`src/rtl/sqi_mem_ctrl.sv`:
```
// SQI memory controller: word requests served over SQI_NUM lock-step quad-SPI memories, one nibble lane each.
// Build option SQI_STREAM_EN keeps chip-select asserted (HOLD) so sequential accesses skip command/address.
module sqi_mem_ctrl #(
  parameter int SQI_NUM = 2,
  parameter int WORD_W  = 16,
  parameter int ADDR_W  = 16
) (
  input  logic                 i_clk,
  input  logic                 i_rst_n,
  input  logic                 i_req_vld,
  output logic                 o_req_rdy,
  input  logic                 i_req_wr,
  input  logic [ADDR_W-1:0]    i_req_addr,
  input  logic [WORD_W-1:0]    i_req_data,
  output logic                 o_rsp_vld,
  output logic [WORD_W-1:0]    o_rsp_data,
  output logic                 o_sqi_cs_n,
  output logic                 o_sqi_sck_en,
  output logic [4*SQI_NUM-1:0] o_sqi_sio,
  output logic [SQI_NUM-1:0]   o_sqi_oe,
  input  logic [4*SQI_NUM-1:0] i_sqi_sio
);

  localparam int LANE_W  = 4 * SQI_NUM;
  localparam int BEATS   = WORD_W / LANE_W;
  localparam int BPW     = WORD_W / (8 * SQI_NUM);
  localparam int CNT_MAX = (BEATS > 6) ? BEATS : 6;
  localparam int CNT_W   = $clog2(CNT_MAX);

  typedef logic [CNT_W-1:0] cnt_t;

  typedef enum logic [2:0] {
    S_IDLE, S_CMD, S_ADDR, S_DUMMY, S_DATA, S_END
`ifdef SQI_STREAM_EN
    , S_HOLD
`endif
  } state_t;

  typedef struct packed {
    logic               rdy;
    logic               cs_n;
    logic               sck_en;
    logic [SQI_NUM-1:0] oe;
    logic [LANE_W-1:0]  sio;
  } pins_t;

  // Pin values for the cycle spent in state s at step c; called with the values the
  // registers are about to take, so every pin comes straight out of a flop.
  function automatic pins_t drive(state_t s, cnt_t c, logic wr,
                                  logic [ADDR_W-1:0] addr, logic [WORD_W-1:0] data);
    pins_t       p;
    logic [7:0]  cmd;
    logic [23:0] ash;
    logic [WORD_W-1:0] dsh;
    // NOTE: every field gets a default before the case, so no path can leave it unassigned.
    p.rdy    = 1'b0;
    p.cs_n   = 1'b0;
    p.sck_en = 1'b1;
    p.oe     = '0;
    p.sio    = '0;
    cmd      = wr ? 8'h02 : 8'h03;
    ash      = '0;
    dsh      = '0;
    case (s)
      S_IDLE: begin
        p.rdy    = 1'b1;
        p.cs_n   = 1'b1;
        p.sck_en = 1'b0;
      end
      S_CMD: begin
        p.oe  = '1;
        p.sio = {SQI_NUM{(c == '0) ? cmd[7:4] : cmd[3:0]}};
      end
      S_ADDR: begin
        ash   = (24'(addr) * 24'(BPW)) >> (4 * (5 - int'(c)));
        p.oe  = '1;
        p.sio = {SQI_NUM{ash[3:0]}};
      end
      S_DUMMY: p.oe = '0;
      S_DATA: begin
        if (wr) begin
          dsh   = data >> (LANE_W * int'(c));
          p.oe  = '1;
          p.sio = dsh[LANE_W-1:0];
        end
      end
`ifdef SQI_STREAM_EN
      S_HOLD: begin
        p.rdy    = 1'b1;
        p.sck_en = 1'b0;
      end
`endif
      default: begin
        p.cs_n   = 1'b1;
        p.sck_en = 1'b0;
      end
    endcase
    return p;
  endfunction

  state_t            state;
  cnt_t              cnt;
  logic              lat_wr;
  logic [ADDR_W-1:0] lat_addr;
  logic [WORD_W-1:0] lat_data;
  logic [WORD_W-1:0] rd_sh;
  pins_t             pins;
  logic              rsp_vld;
  logic [WORD_W-1:0] rsp_data;

  cnt_t              cnt_inc;
  logic [WORD_W-1:0] rd_next;

  assign cnt_inc = cnt + 1'b1;
  // Beat 0 carries the least-significant slice, so shift in from the top.
  assign rd_next = {i_sqi_sio, rd_sh[WORD_W-1:LANE_W]};

`ifdef SQI_STREAM_EN
  logic pend;
  logic seq_hit;
  // A wrap to address 0 is deliberately not a sequential continuation.
  assign seq_hit = (i_req_wr == lat_wr) && (i_req_addr == ADDR_W'(lat_addr + 1'b1)) &&
                   (i_req_addr != '0);
`endif

  always_ff @(posedge i_clk or negedge i_rst_n) begin
    if (!i_rst_n) begin
      state    <= S_IDLE;
      cnt      <= '0;
      lat_wr   <= 1'b0;
      lat_addr <= '0;
      lat_data <= '0;
      rd_sh    <= '0;
      pins     <= drive(S_IDLE, '0, 1'b0, '0, '0);
      rsp_vld  <= 1'b0;
      rsp_data <= '0;
`ifdef SQI_STREAM_EN
      pend     <= 1'b0;
`endif
    end else begin
      // NOTE: non-blocking throughout, so every branch sees the pre-edge register values.
      rsp_vld <= 1'b0;
      case (state)
        S_IDLE: begin
          if (i_req_vld) begin
            lat_wr   <= i_req_wr;
            lat_addr <= i_req_addr;
            lat_data <= i_req_data;
            state    <= S_CMD;
            cnt      <= '0;
            pins     <= drive(S_CMD, '0, i_req_wr, i_req_addr, i_req_data);
          end
        end
        S_CMD: begin
          if (cnt == cnt_t'(1)) begin
            state <= S_ADDR;
            cnt   <= '0;
            pins  <= drive(S_ADDR, '0, lat_wr, lat_addr, lat_data);
          end else begin
            cnt  <= cnt_inc;
            pins <= drive(S_CMD, cnt_inc, lat_wr, lat_addr, lat_data);
          end
        end
        S_ADDR: begin
          if (cnt == cnt_t'(5)) begin
            cnt <= '0;
            if (lat_wr) begin
              state <= S_DATA;
              pins  <= drive(S_DATA, '0, lat_wr, lat_addr, lat_data);
            end else begin
              state <= S_DUMMY;
              pins  <= drive(S_DUMMY, '0, lat_wr, lat_addr, lat_data);
            end
          end else begin
            cnt  <= cnt_inc;
            pins <= drive(S_ADDR, cnt_inc, lat_wr, lat_addr, lat_data);
          end
        end
        S_DUMMY: begin
          if (cnt == cnt_t'(1)) begin
            state <= S_DATA;
            cnt   <= '0;
            pins  <= drive(S_DATA, '0, lat_wr, lat_addr, lat_data);
          end else begin
            cnt  <= cnt_inc;
            pins <= drive(S_DUMMY, cnt_inc, lat_wr, lat_addr, lat_data);
          end
        end
        S_DATA: begin
          if (!lat_wr) rd_sh <= rd_next;
          if (cnt == cnt_t'(BEATS - 1)) begin
            cnt     <= '0;
            rsp_vld <= 1'b1;
            if (!lat_wr) rsp_data <= rd_next;
`ifdef SQI_STREAM_EN
            state   <= S_HOLD;
            pins    <= drive(S_HOLD, '0, lat_wr, lat_addr, lat_data);
`else
            state   <= S_END;
            pins    <= drive(S_END, '0, lat_wr, lat_addr, lat_data);
`endif
          end else begin
            cnt  <= cnt_inc;
            pins <= drive(S_DATA, cnt_inc, lat_wr, lat_addr, lat_data);
          end
        end
        S_END: begin
`ifdef SQI_STREAM_EN
          // Leaving HOLD for a non-sequential request: its response was already
          // pulsed in HOLD, and the new request is replayed from CMD.
          if (pend) begin
            pend  <= 1'b0;
            state <= S_CMD;
            cnt   <= '0;
            pins  <= drive(S_CMD, '0, lat_wr, lat_addr, lat_data);
          end else begin
            state <= S_IDLE;
            pins  <= drive(S_IDLE, '0, lat_wr, lat_addr, lat_data);
          end
`else
          state <= S_IDLE;
          pins  <= drive(S_IDLE, '0, lat_wr, lat_addr, lat_data);
`endif
        end
`ifdef SQI_STREAM_EN
        S_HOLD: begin
          if (i_req_vld) begin
            lat_wr   <= i_req_wr;
            lat_addr <= i_req_addr;
            lat_data <= i_req_data;
            cnt      <= '0;
            if (seq_hit) begin
              state <= S_DATA;
              pins  <= drive(S_DATA, '0, i_req_wr, i_req_addr, i_req_data);
            end else begin
              state <= S_END;
              pend  <= 1'b1;
              pins  <= drive(S_END, '0, i_req_wr, i_req_addr, i_req_data);
            end
          end
        end
`endif
        default: begin
          state <= S_IDLE;
          pins  <= drive(S_IDLE, '0, lat_wr, lat_addr, lat_data);
        end
      endcase
    end
  end

  assign o_req_rdy    = pins.rdy;
  assign o_sqi_cs_n   = pins.cs_n;
  assign o_sqi_sck_en = pins.sck_en;
  assign o_sqi_oe     = pins.oe;
  assign o_sqi_sio    = pins.sio;
  assign o_rsp_vld    = rsp_vld;
  assign o_rsp_data   = rsp_data;

endmodule

```
`config.mk`:
```
export PLATFORM = sky130hd
export DESIGN_NAME = sqi_mem_ctrl
export DESIGN_NICKNAME = d
export VERILOG_FILES = /design/src/rtl/sqi_mem_ctrl.sv
export SDC_FILE = /design/constraint.sdc
export NUM_CORES = 1
export LEC_CHECK = 0
export ABC_CLOCK_PERIOD_IN_PS = 3800
export CAP_MARGIN = 15
export CORE_ASPECT_RATIO = 0.6
export CORE_MARGIN = 2
export CORE_UTILIZATION = 50
export CTS_CLUSTER_DIAMETER = 200
export DETAILED_ROUTE_END_ITERATION = 10
export DONT_BUFFER_PORTS = 1
export SLEW_MARGIN = 40
export SYNTH_ARGS = -nofsm -noshare
export SYNTH_HDL_FRONTEND = slang
export SYNTH_SLANG_ARGS = --single-unit
```
`constraint.sdc`:
```
create_clock -name i_clk -period 3.8 [get_ports i_clk]
set_clock_uncertainty 0.1 [all_clocks]
set_input_delay 0.38 -clock i_clk [delete_from_list [all_inputs] [get_ports i_clk]]
set_output_delay 0.38 -clock i_clk [all_outputs]
set_load 0.005 [all_outputs]
```
==> metrics.md <==
| Metric | Value |
|---|---|
| Status | `finished clean` |
| Int Power | `2.44 mW` |
| Top-area cell type share of the netlist area | `52.4%` |
| Compound-gate portion of the synthesized area | `9.48%` |
| # DRC | `0` |
| Post-Synthesis Cells | `268` |
| LEAKAGE | `1.72 nW` |
| Synth Flop Type | `dfrtp_1` |
| Clk buf depth | `2` |
| Dpl cells | `340` |
| Die area | `0.00779 sq mm` |
| Routability cong. | `0.757` |
| Port buffer count | `0` |
| Grt ovf | `0` |
| Rows | `23` |
| Fillers | `552` |
| Required time of the critical path | `3.92 ns` |
| Synth area leaders | `dfrtp_1 (52%), mux2_2 (15%), mux2_4 (4.2%), mux4_2 (2.5%), mux2i_1 (2.3%)` |
| Mapped Nets | `316` |
| CP Max Fanout | `22` |
| Avg WL per Cell | `19.5 um` |
| RSZ-0062 raised after global routing | `no` |
| Ys async rst share | `100%` |
| Initial Util | `52.3%` |
| Part of the power in the clock network | `26.9%` |
| I/O Pins | `74` |
| Critical path cell sequence | `nor2_1 -> and3_1 -> buf_4 -> mux2_2` |
| Vias | `2,109` |
| Finish-stage setup viols | `0` |
| Vias in the first global route | `2,223` |
| Worst VDD drop | `0.466 mV` |
| Normalized max-slew margin | `60.6%` |
| Max-slew violations | `0` |
| CTS root buffer | `clkbuf_16` |
| CTS tree | `built` |
| Synth Warn # | `0` |
| Diodes inserted | `0` |
| CP Class | `reg2reg` |
| PwrDens | `908 mW/mm^2` |
| P_sw | `1.14 mW` |
| Clk_lat worst skew | `0.33 ns` |
| Final HPWL DP | `4810 um` |
| Final non-filler cell total | `358` |
| Main combinational cell family by area after synthesis | `multiplexers` |
| CP startpoint kind | `register` |
| Vias per cell | `5.89` |
| Flops & latches, synth | `76` |
| Initial antenna violation count | `0` |
| Fin Setup TNS | `0 ns` |
| CTS resizes | `0` |
| Tcrit/Tclk final | `63.9%` |
| Post-synth cell types | `47` |
| CTS buffer count | `9` |
| Avg Inst Size Synth | `13.2 sq um` |
| Routed wire length | `6980 um` |
| Combinational Power Share | `32.1%` |
| Maxcap violations | `0` |
| Cell family with most CP delay | `simple AND/OR/NAND/NOR gates` |
| Minimum clock period | `2.43 ns` |
| CTS Hold Bufs | `2` |
| Layout cell share with drive strength beyond 1 | `31.7%` |
| DRT Pass-1 Iters | `4` |
| Die height | `69.2 um` |
| Post-Synth Simple-Gate Area | `7.00%` |
| Buf/Inv on CP | `1` |
| CTS sink cnt | `76` |
| Initial DRC Count | `80` |
| H-tree depth | `3` |
| Antenna Violating Nets Remaining | `0` |
| Nets | `314` |
| Final Util | `58.2%` |
| Top-count cell post-synth | `dfrtp_1` |
| Max Freq | `0.412 GHz` |
| Area of the core | `0.00676 sq mm` |
| Synth top cells by count | `dfrtp_1 (74), mux2_2 (46), nand2_1 (14), mux2_4 (10)` |
| R2R Setup Slk | `1.37 ns` |
| Post-CTS setup buffers | `0` |
| Smallest hold slack | `0.0727 ns` |
| Seq/Total Area, Yosys | `53.8%` |
| Clock-pin transition on the worst setup and hold timing paths | `0.06 ns` |
| Hold crit path type | `in2reg` |
| Area Growth Syn to Fin | `11.4%` |
| Worst slew pin tran | `0.589 ns` |
| Final Hold Viols | `0` |
| CP endpoint kind | `register` |
| First-pass GRT wire length | `11,700 um` |
| Post-synthesis mux area share | `23.7%` |
| Dominant cell type by area after synthesis | `dfrtp_1` |
| Slowest cell delay on critical path | `0.59 ns` |
| Largest net degree at the start of global routing | `77` |
| Global Route Usage Sum | `19.7%` |
| CP Data Arrival Time | `2.55 ns` |
| XOR/XNOR Fraction of Synth Area | `0.495%` |
| EDFF count, synth | `0` |
| Flop pwr share | `41.0%` |
| Cell Area, Synth | `0.00354 sq mm` |
| Die width | `113 um` |
| Post-Synth Adder-Cell Area | `1.41%` |
| Switch share | `31.9%` |
| Worst path slowest cell | `and3_1` |
==> final cells by class <==
cell class              count  area, sq um  area share [%]
flip-flops and latches     76         1900            48.3
multi-input cells         166         1500            38.0
clock buffers              10          229            5.81
clock inverters             6          111            2.83
well taps                  87          109            2.76
repair buffers              5         60.1            1.52
inverters                   8         30.0           0.762
==> worst register-to-register path: stages, from the launching register on <==
cell     delay (ns)
dfrtp_1        0.52
nor2_1         0.32
and3_1         0.59
buf_4          0.40
mux2_2         0.39
==> flip-flops by register name, summed over array words and instances, names as in the netlist <==
signal and cells:
lat_addr 16, lat_data 16, o_rsp_data 16, o_sqi_sio 8, rd_sh 8, cnt 3, state 3, lat_wr 1
o_req_rdy 1, o_rsp_vld 1, o_sqi_cs_n 1, o_sqi_oe 1, o_sqi_sck_en 1
==> cell usage in the layout, fill, tap and decap left out, types with 2 or more instances in the layout <==
master      n
dfrtp_1    74
mux2_2     46
nand2_1    14
mux2_4     10
nor2b_1     9
a21oi_1     9
clkbuf_16   9
inv_1       8
mux2i_1     8
o21ai_0     7
nor2_1      6
o221ai_1    5
mux4_2      4
nand3_1     4
a22oi_1     4
ha_1        4
o22ai_1     3
o211ai_1    3
bufinv_16   3
buf_4       3
xor2_1      2
a22o_1      2
and3_1      2
a221oi_1    2
o21ai_1     2
a21o_1      2
dfstp_2     2
==> power groups by stage <==
stage | clock network [mW] | registers (mW) | logic (mW)
6_report | 0.961 | 1.47 | 1.15
2_1_floorplan | 0 | 1.35 | 1.02
4_1_cts | 0.980 | 1.47 | 1.16
5_1_grt | 1.03 | 1.52 | 1.28
3_5_place_dp | 0 | 1.48 | 1.14
3_3_place_gp | 0 | 1.47 | 1.11
==> routing by layer <==
metal / global-route usage, % / wire length [um] / up-vias
met4: 7.05 / 69 / 0
met2: 27.5 / 3000 / 69
met1: 27.1 / 3330 / 1068
met5: 0 / 0 / -
li1: - / - / 965
met3: 8.88 / 573 / 7
==> stage by stage <==
stage               power [mW]  setup slack, ns  area (sq um)
CTS                       3.61             1.36          3940
finish                    3.58             1.37          3940
detailed placement        2.62             1.38          3560
floorplan                 2.38             1.81          3540
global route              3.83             1.17          3940
global placement          2.58             1.49          3560
==> kinds of logic (layout without fill, tap and decap cells) <==
logic type               after synthesis  in the layout
flip-flops                            76             76
multiplexers                          68             68
AO/OA/AOI/OAI                         48             48
AND/OR/NAND/NOR                       44             44
buffers and inverters                 26             29
adder cells (fa/ha/maj)                4              4
XOR/XNOR                               2              2
==> worst paths after layout <==
check | start | endpoint | cells past startpoint
min in group asynchronous | i_rst_n | o_rsp_data[14] | 2
worst min register to register | o_req_rdy | o_req_rdy | 2
worst max-delay path | state[0] | lat_data[3] | 4
max in group asynchronous | i_rst_n | o_req_rdy | 2
worst min-delay path | i_req_data[12] | lat_data[12] | 2
worst max register to register | state[0] | lat_data[3] | 4
(Power assumes the default switching activity.)
